`src/rtl/constant_add_seq.sv`:
```
// Sequential Ascon constant-addition engine: iterates pa/pb rounds over a 320-bit state.
// Optional CONST_ADD_BYPASS_EN adds bypass_i, which suppresses the constant while keeping timing.
module constant_add_seq #(
  parameter int PA_ROUNDS = 12,
  parameter int PB_ROUNDS = 6,
  parameter int ADD_LANE  = 2
) (
  input  logic         clock_i,
  input  logic         reset_i,
  input  logic         start_i,
  input  logic         mode_i,
  input  logic         hold_i,
`ifdef CONST_ADD_BYPASS_EN
  input  logic         bypass_i,
`endif
  input  logic [319:0] state_i,
  output logic [319:0] state_o,
  output logic [3:0]   round_o,
  output logic [7:0]   constant_o,
  output logic         busy_o,
  output logic         done_o
);

  if (PA_ROUNDS < 1 || PA_ROUNDS > 12) begin : g_bad_pa
    $error("constant_add_seq: PA_ROUNDS must be in 1..12");
  end
  if (PB_ROUNDS < 1 || PB_ROUNDS > 12) begin : g_bad_pb
    $error("constant_add_seq: PB_ROUNDS must be in 1..12");
  end
  if (ADD_LANE < 0 || ADD_LANE > 4) begin : g_bad_lane
    $error("constant_add_seq: ADD_LANE must be in 0..4");
  end

  // Lane k of the 320-bit state occupies bits [64k+63:64k]
  localparam int          LO      = 64 * ADD_LANE;
  localparam logic [3:0]  START_A = 4'(12 - PA_ROUNDS);
  localparam logic [3:0]  START_B = 4'(12 - PB_ROUNDS);

  typedef enum logic [1:0] {IDLE, RUN, DONE} fsm_t;

  fsm_t         fsm_q;
  logic [319:0] state_q;
  logic [3:0]   r_q;
  logic [7:0]   rc;
  logic         byp;

`ifdef CONST_ADD_BYPASS_EN
  assign byp = bypass_i;
`else
  assign byp = 1'b0;
`endif

  assign rc = byp ? 8'h00 : {4'hF - r_q, r_q};

  always_ff @(posedge clock_i) begin
    if (reset_i) begin
      fsm_q   <= IDLE;
      state_q <= '0;
      r_q     <= '0;
    end else begin
      case (fsm_q)
        IDLE: if (start_i) begin
          state_q <= state_i;
          r_q     <= mode_i ? START_B : START_A;
          fsm_q   <= RUN;
        end
        RUN: if (!hold_i) begin
          state_q[LO +: 8] <= state_q[LO +: 8] ^ rc;
          if (r_q == 4'd11) fsm_q <= DONE;
          else              r_q   <= r_q + 4'd1;
        end
        DONE: begin
          r_q   <= '0;
          fsm_q <= IDLE;
        end
        default: fsm_q <= IDLE;
      endcase
    end
  end

  // Outputs decode straight from registers; only constant_o sees bypass_i
  assign state_o    = state_q;
  assign round_o    = (fsm_q == RUN) ? r_q : 4'd0;
  assign constant_o = (fsm_q == RUN) ? rc  : 8'h00;
  assign busy_o     = (fsm_q == RUN) || (fsm_q == DONE);
  assign done_o     = (fsm_q == DONE);

endmodule

```
`config.mk`:
```
export PLATFORM = sky130hd
export DESIGN_NAME = constant_add_seq
export DESIGN_NICKNAME = d
export VERILOG_FILES = /design/src/rtl/constant_add_seq.sv
export SDC_FILE = /design/constraint.sdc
export NUM_CORES = 1
export LEC_CHECK = 0
export BUFFER_PORTS_ARGS = -buffer_cell sky130_fd_sc_hd__buf_2
export CAP_MARGIN = 20
export CORE_AREA = 2 2 256 258
export CTS_BUF_LIST = sky130_fd_sc_hd__clkbuf_8
export DETAILED_ROUTE_END_ITERATION = 7
export DIE_AREA = 0 0 258 260
export REMOVE_ABC_BUFFERS = 1
export SETUP_SLACK_MARGIN = 0.1
export SLEW_MARGIN = 25
export SYNTH_ARGS = -nofsm -noshare
export SYNTH_HDL_FRONTEND = slang
export SYNTH_SLANG_ARGS = --single-unit
```
`constraint.sdc`:
```
create_clock -name clock_i -period 4.75 [get_ports clock_i]
set_input_delay 0.95 -clock clock_i [delete_from_list [all_inputs] [get_ports clock_i]]
set_output_delay 0.95 -clock clock_i [all_outputs]
set_load 0.01 [all_outputs]
```
# == After elaboration in Yosys (flattened, before gate mapping) ==
# Cells that the tools add are included.
# word_totals
inputBits,325
regBits,326
output_inout_bits,334
# classes
bitwise,1
n_eq_ne,7
muxes,14
n_reduce_logical,8
n_addsub,2
# ops
cell,n
$mux 136,1
$mux 4,4
$mux 8,2
$pmux 8 s2,1
$pmux 4 s3,1
$ne 2x2->1 const B,4
$xor 8x8->8,1
$mux 2,3
$reduce_and 3->1,2
$add 4x1->4 const B,1
$eq 4x4->1 const B,1
$pmux 2 s2,1
$reduce_and 4->1,1
$sub 4x4->4 const A,1
$mux 3,1
$reduce_bool 3->1,1
$eq 2x1->1 const B,1
$eq 2x2->1 const B,1
$logic_not 2->1,1
$reduce_and 2->1,1
$reduce_bool 2->1,1
$logic_or 1x1->1,1

# == Depth between registers and ports, before layout ==
# depth
depth_word,4
mapped_depth,8

# == Worst setup path after synthesis ==
# OpenSTA, ideal clock, no wires.
# synth_path
kind,reg2out
startpoint,register fsm_q[1]
endpoint,output port round_o[3]
setup_slack_ps,2549
t_required_ps,3800
arrival_ps,1251
path_stages_with_launch,6
n_path_buf,2
path_cell_list,dfxtp_1 inv_1 ha_1 clkbuf_1 and2_1 buf_4
# synth_via
elab_chain_len,2
# synth_rtl
item,line_no,source
"start, declared",41,fsm_t fsm_q;
"start signal, assigned",57,fsm_q <= IDLE;
"start signal, assigned",65,fsm_q <= RUN;
"start signal, assigned",69,if (r_q == 4'd11) fsm_q <= DONE;
$eq 2x1->1,83,assign round_o = (fsm_q == RUN) ? r_q : 4'd0;
$mux 4,83,
"end, declared",18,"output logic [3:0] round_o,"
# No other way between the ends.

# == Worst setup path in the final report ==
# layout_path
startpoint,register fsm_q[1]
endpoint,output port constant_o[4]
# layout_via
elab_chain_len,2
# layout_rtl
item,line_no,source
$eq 2x1->1,84,assign constant_o = (fsm_q == RUN) ? rc : 8'h00;
$mux 8,84,
"end, declared",19,"output logic [7:0] constant_o,"
# No other way between the ends.

==> impl_metrics.py <==
metrics = {
    "synthesis": {
        "netlist-cell-type-count": 36,
        "avgSynthCellArea_sq_um": 7.88,
        "synth-async-reset-ratio_pct": 0,
        "syn_inst": 1478,
        "postSynthRegisterBits": 326,
        "ys_seq_area_share_pct": 56.0,
        "synth_flop_cell": "dfxtp_1",
        "synth_warn": 0,
        "synth_enable_flop_cells": 0,
        "synth.cell_area_sq_mm": 0.0116,
    },
    "worst_setup_path": {
        "timing_worst_setup_path_type": "flop to output port",
        "type_of_element_capturing_the_critical_path": "output port",
        "worstSetupStartpoint": "fsm_q[1]",
        "r2r-start": "fsm_q[0]",
        "reg2reg_slack_ns": 2.46,
        "crit-reg2reg-capture": "state_o[291]",
        "crit_arrival_ns": 2.12,
        "timing.reg2reg.worst_path_depth": 6,
        "critical_path_peak_fanout": 21,
        "timing.critical_path.required_ns": 3.80,
        "critPathCapture": "constant_o[4]",
        "startpoint_type": "flop",
    },
    "layout": {
        "final.fill_count": 7141,
        "nNetsFinal": 2444,
        "sequential_cell_area_sq_mm": 0.00653,
        "area.growth.synth_to_final_pct": 45.0,
        "final_layout_size_suffix_gt1_share_pct": 36.0,
        "finish.instance_area_sq_mm": 0.0169,
        "final_core_util_pct": 26.3,
        "multi_input_comb_area_sq_mm": 0.00456,
    },
    "min_path": {
        "hp-class": "flop to flop",
    },
    "clocking": {
        "buffer_count_from_post_cts_setup_fixing": 0,
        "cts_htree_levels": 2,
        "clock_sink_count": 326,
        "post_cts_resized": 0,
        "cts-root-to-sink-buffers": 3,
        "clock_latency_reported_for_the_late_side_of_the_worst_skew_pair_ns": 0.62,
        "clock_pin_slew_reported_for_the_worst_setup_and_hold_paths_after_clock_tree_synthesis_ns": 0.06,
        "holdBufCountCts": 0,
        "cts_buffers": 57,
        "clock_root_buffer": "clkbuf_8",
        "cts_tree": "built",
    },
    "pwr": {
        "power_per_cell_area_mw_per_mm2": 417,
        "ir_drop_mv": 0.306,
        "power_leakage_nw": 8.01,
    },
    "job": {
        "maxCapViolations": 0,
    },
    "route": {
        "met1Wirelength_microns": 16900,
        "dr_wl_met3_microns": 3330,
        "drtPass1Iterations": 6,
        "post_drt_via_cell_ratio": 3.99,
        "met2_length_microns": 20000,
        "routed_wire_length_per_instance_microns": 13.9,
        "drt_drc_violations_left": 0,
        "number_of_routed_nets_with_antenna_violations": 0,
        "route.vias.total": 12000,
        "detailedRoute.firstIterationViolations": 767,
        "totalWireLength_microns": 41900,
        "maxUsedRoutingLayer": "met5",
    },
    "floorplan": {
        "io_pins": 659,
        "num_rows": 93,
        "die_height_microns": 260,
        "x_dimension_of_the_die_microns": 258,
        "initial_standard_cell_utilization_of_the_core_pct": 18.2,
        "design.die.area_sq_mm": 0.0671,
        "fp.coreArea_sq_mm": 0.0641,
    },
    "sta": {
        "timing.setup.tns_ns": 0,
        "layout_worst_path_cycle_share_pct": 64.6,
        "finalSetupViolCount": 0,
        "fmaxAchievable_mhz": 326,
        "max_slew.worst_pin.slew_ns": 0.958,
        "timing_max_transition_violations_final": 0,
        "grt_setup_unrepaired": "no",
        "post-route-worst-setup-slack_ns": 1.68,
        "clock-skew-final_ns": 0.0228,
        "period_needed_ns": 3.07,
        "max-slew-margin-rel_pct": 36.1,
        "hold_violations": 0,
    },
    "placed_design": {
        "post_dp_hpwl_microns": 30300,
        "io_buffer_count": 658,
        "post_dp_cell_area_sq_mm": 0.0158,
        "dpl_worst_slack_ns": 2.10,
        "gp_congestion": 0.838,
    },
    "global_routing": {
        "globalRoute.totalOverflow": 0,
        "antenna_found_initial": 4,
        "first_global_vias": 11400,
        "grt_pass1_wl_microns": 62600,
        "grt_start_max_net_pins": 111,
        "grtUsageTotal_pct": 11.5,
    },
    "outcome": {
        "run_status": "finished, final reports clean",
    },
}
-- report_power, final --
part	switching [mW]	internal (mW)
clock network	1.14	1.36
logic	0.864	0.543
registers	0.136	2.99
total	2.14	4.90
-- registers in the layout, indices dropped and copies added (netlist names) --
name,count
fsm_q,2
r_q,4
state_o,320
-- per-layer routing --
layer	up-vias	global-route usage, %
met3	99	3.29
li1	6040	-
met1	5377	13.4
met2	471	19.7
met5	-	0
met4	4	5.20
-- synthesized netlist by cell type, drive strengths merged (2+ instances only) --
library cell / n / area [sq um]
nand2: 629 / 2360
dfxtp: 326 / 6530
a21oi: 316 / 1580
buf: 66 / 349
clkbuf: 50 / 188
nor2: 15 / 56.3
inv: 9 / 33.8
ha: 7 / 87.6
nor3: 6 / 30.0
a221oi: 5 / 43.8
and2: 5 / 31.3
nand2b: 4 / 25.0
nand3: 4 / 20.0
o21ai: 4 / 20.0
a211oi: 3 / 22.5
mux2i: 3 / 30.0
nand3b: 3 / 22.5
nor2b: 3 / 26.3
o32ai: 3 / 26.3
a2111oi: 2 / 42.5
a311oi: 2 / 17.5
nor4b: 2 / 17.5
o41ai: 2 / 17.5
-- critical path: stages, from the launching register on --
cell	delay, ns
dfxtp_1	0.34
inv_1	0.12
ha_1	0.64
nand2b_1	0.20
inv_1	0.08
buf_2	0.12
-- how the worst min path moves through the flow --
stage / start / endpoint / slack [ns] / cells after the start
6_report: state_o[124] / state_o[124] / 0.45 / 2
4_1_cts: state_o[166] / state_o[166] / 0.45 / 2
3_5_place_dp: state_o[224] / state_o[224] / 0.44 / 2
2_1_floorplan: state_o[0] / state_o[0] / 0.47 / 2
5_1_grt: state_o[192] / state_o[192] / 0.46 / 2
3_3_place_gp: state_o[195] / state_o[195] / 0.44 / 2
-- final cells by class --
cell class	instances	share of cell area, %
Timing Repair Buffer	691	21.4
Clock inverter	23	0.718
Sequential cell	326	38.6
Clock buffer	70	5.70
Antenna cell	2	0.0296
Multi-Input combinational cell	1027	27.0
Inverter	9	0.200
Tap cell	855	6.33
-- placed cells by master, fill, tap and decap left out, drive strengths merged, types with 2 or more instances in the layout --
master   Yosys  routed
nand2b       4       4
buf         66     691
o41ai        2       2
and2         5       5
nor4b        2       2
ha           7       7
a311oi       2       2
o21ai        4       4
a21oi      316     316
diode        0       2
a211oi       3       3
nor2b        3       3
clkinv       0       4
dfxtp      326     326
inv          9      26
nand3b       3       3
a221oi       5       5
nand3        4       4
mux2i        3       3
clkbuf      50      70
nand2      629     629
nor3         6       6
a2111oi      2       2
nor2        15      15
o32ai        3       3
-- logic make-up (layout without fill, tap and decap cells) --
logic type,Yosys count,in the layout,share of synthesized area [%]
buffers and inverters,125,793,4.90
DFF,326,326,56.0
adders and majority gates,7,7,0.752
muxes,3,3,0.258
AOI/OAI and AO/OA,341,341,15.5
other,0,2,0
and+or+nand+nor,676,676,22.6
-- through the flow --
| stage | total power, mW | hold WS [ns] | instances |
|---|---|---|---|
| 2_1_floorplan | 3.98 | 0.474 | 1362 |
| 3_3_place_gp | 4.60 | 0.438 | 2908 |
| 3_5_place_dp | 4.61 | 0.443 | 2908 |
| 4_1_cts | 7.16 | 0.451 | 3001 |
| 5_1_grt | 7.45 | 0.462 | 3003 |
| 6_report | 7.04 | 0.448 | 3003 |
No activity file was read; power rests on OpenSTA's default activity.
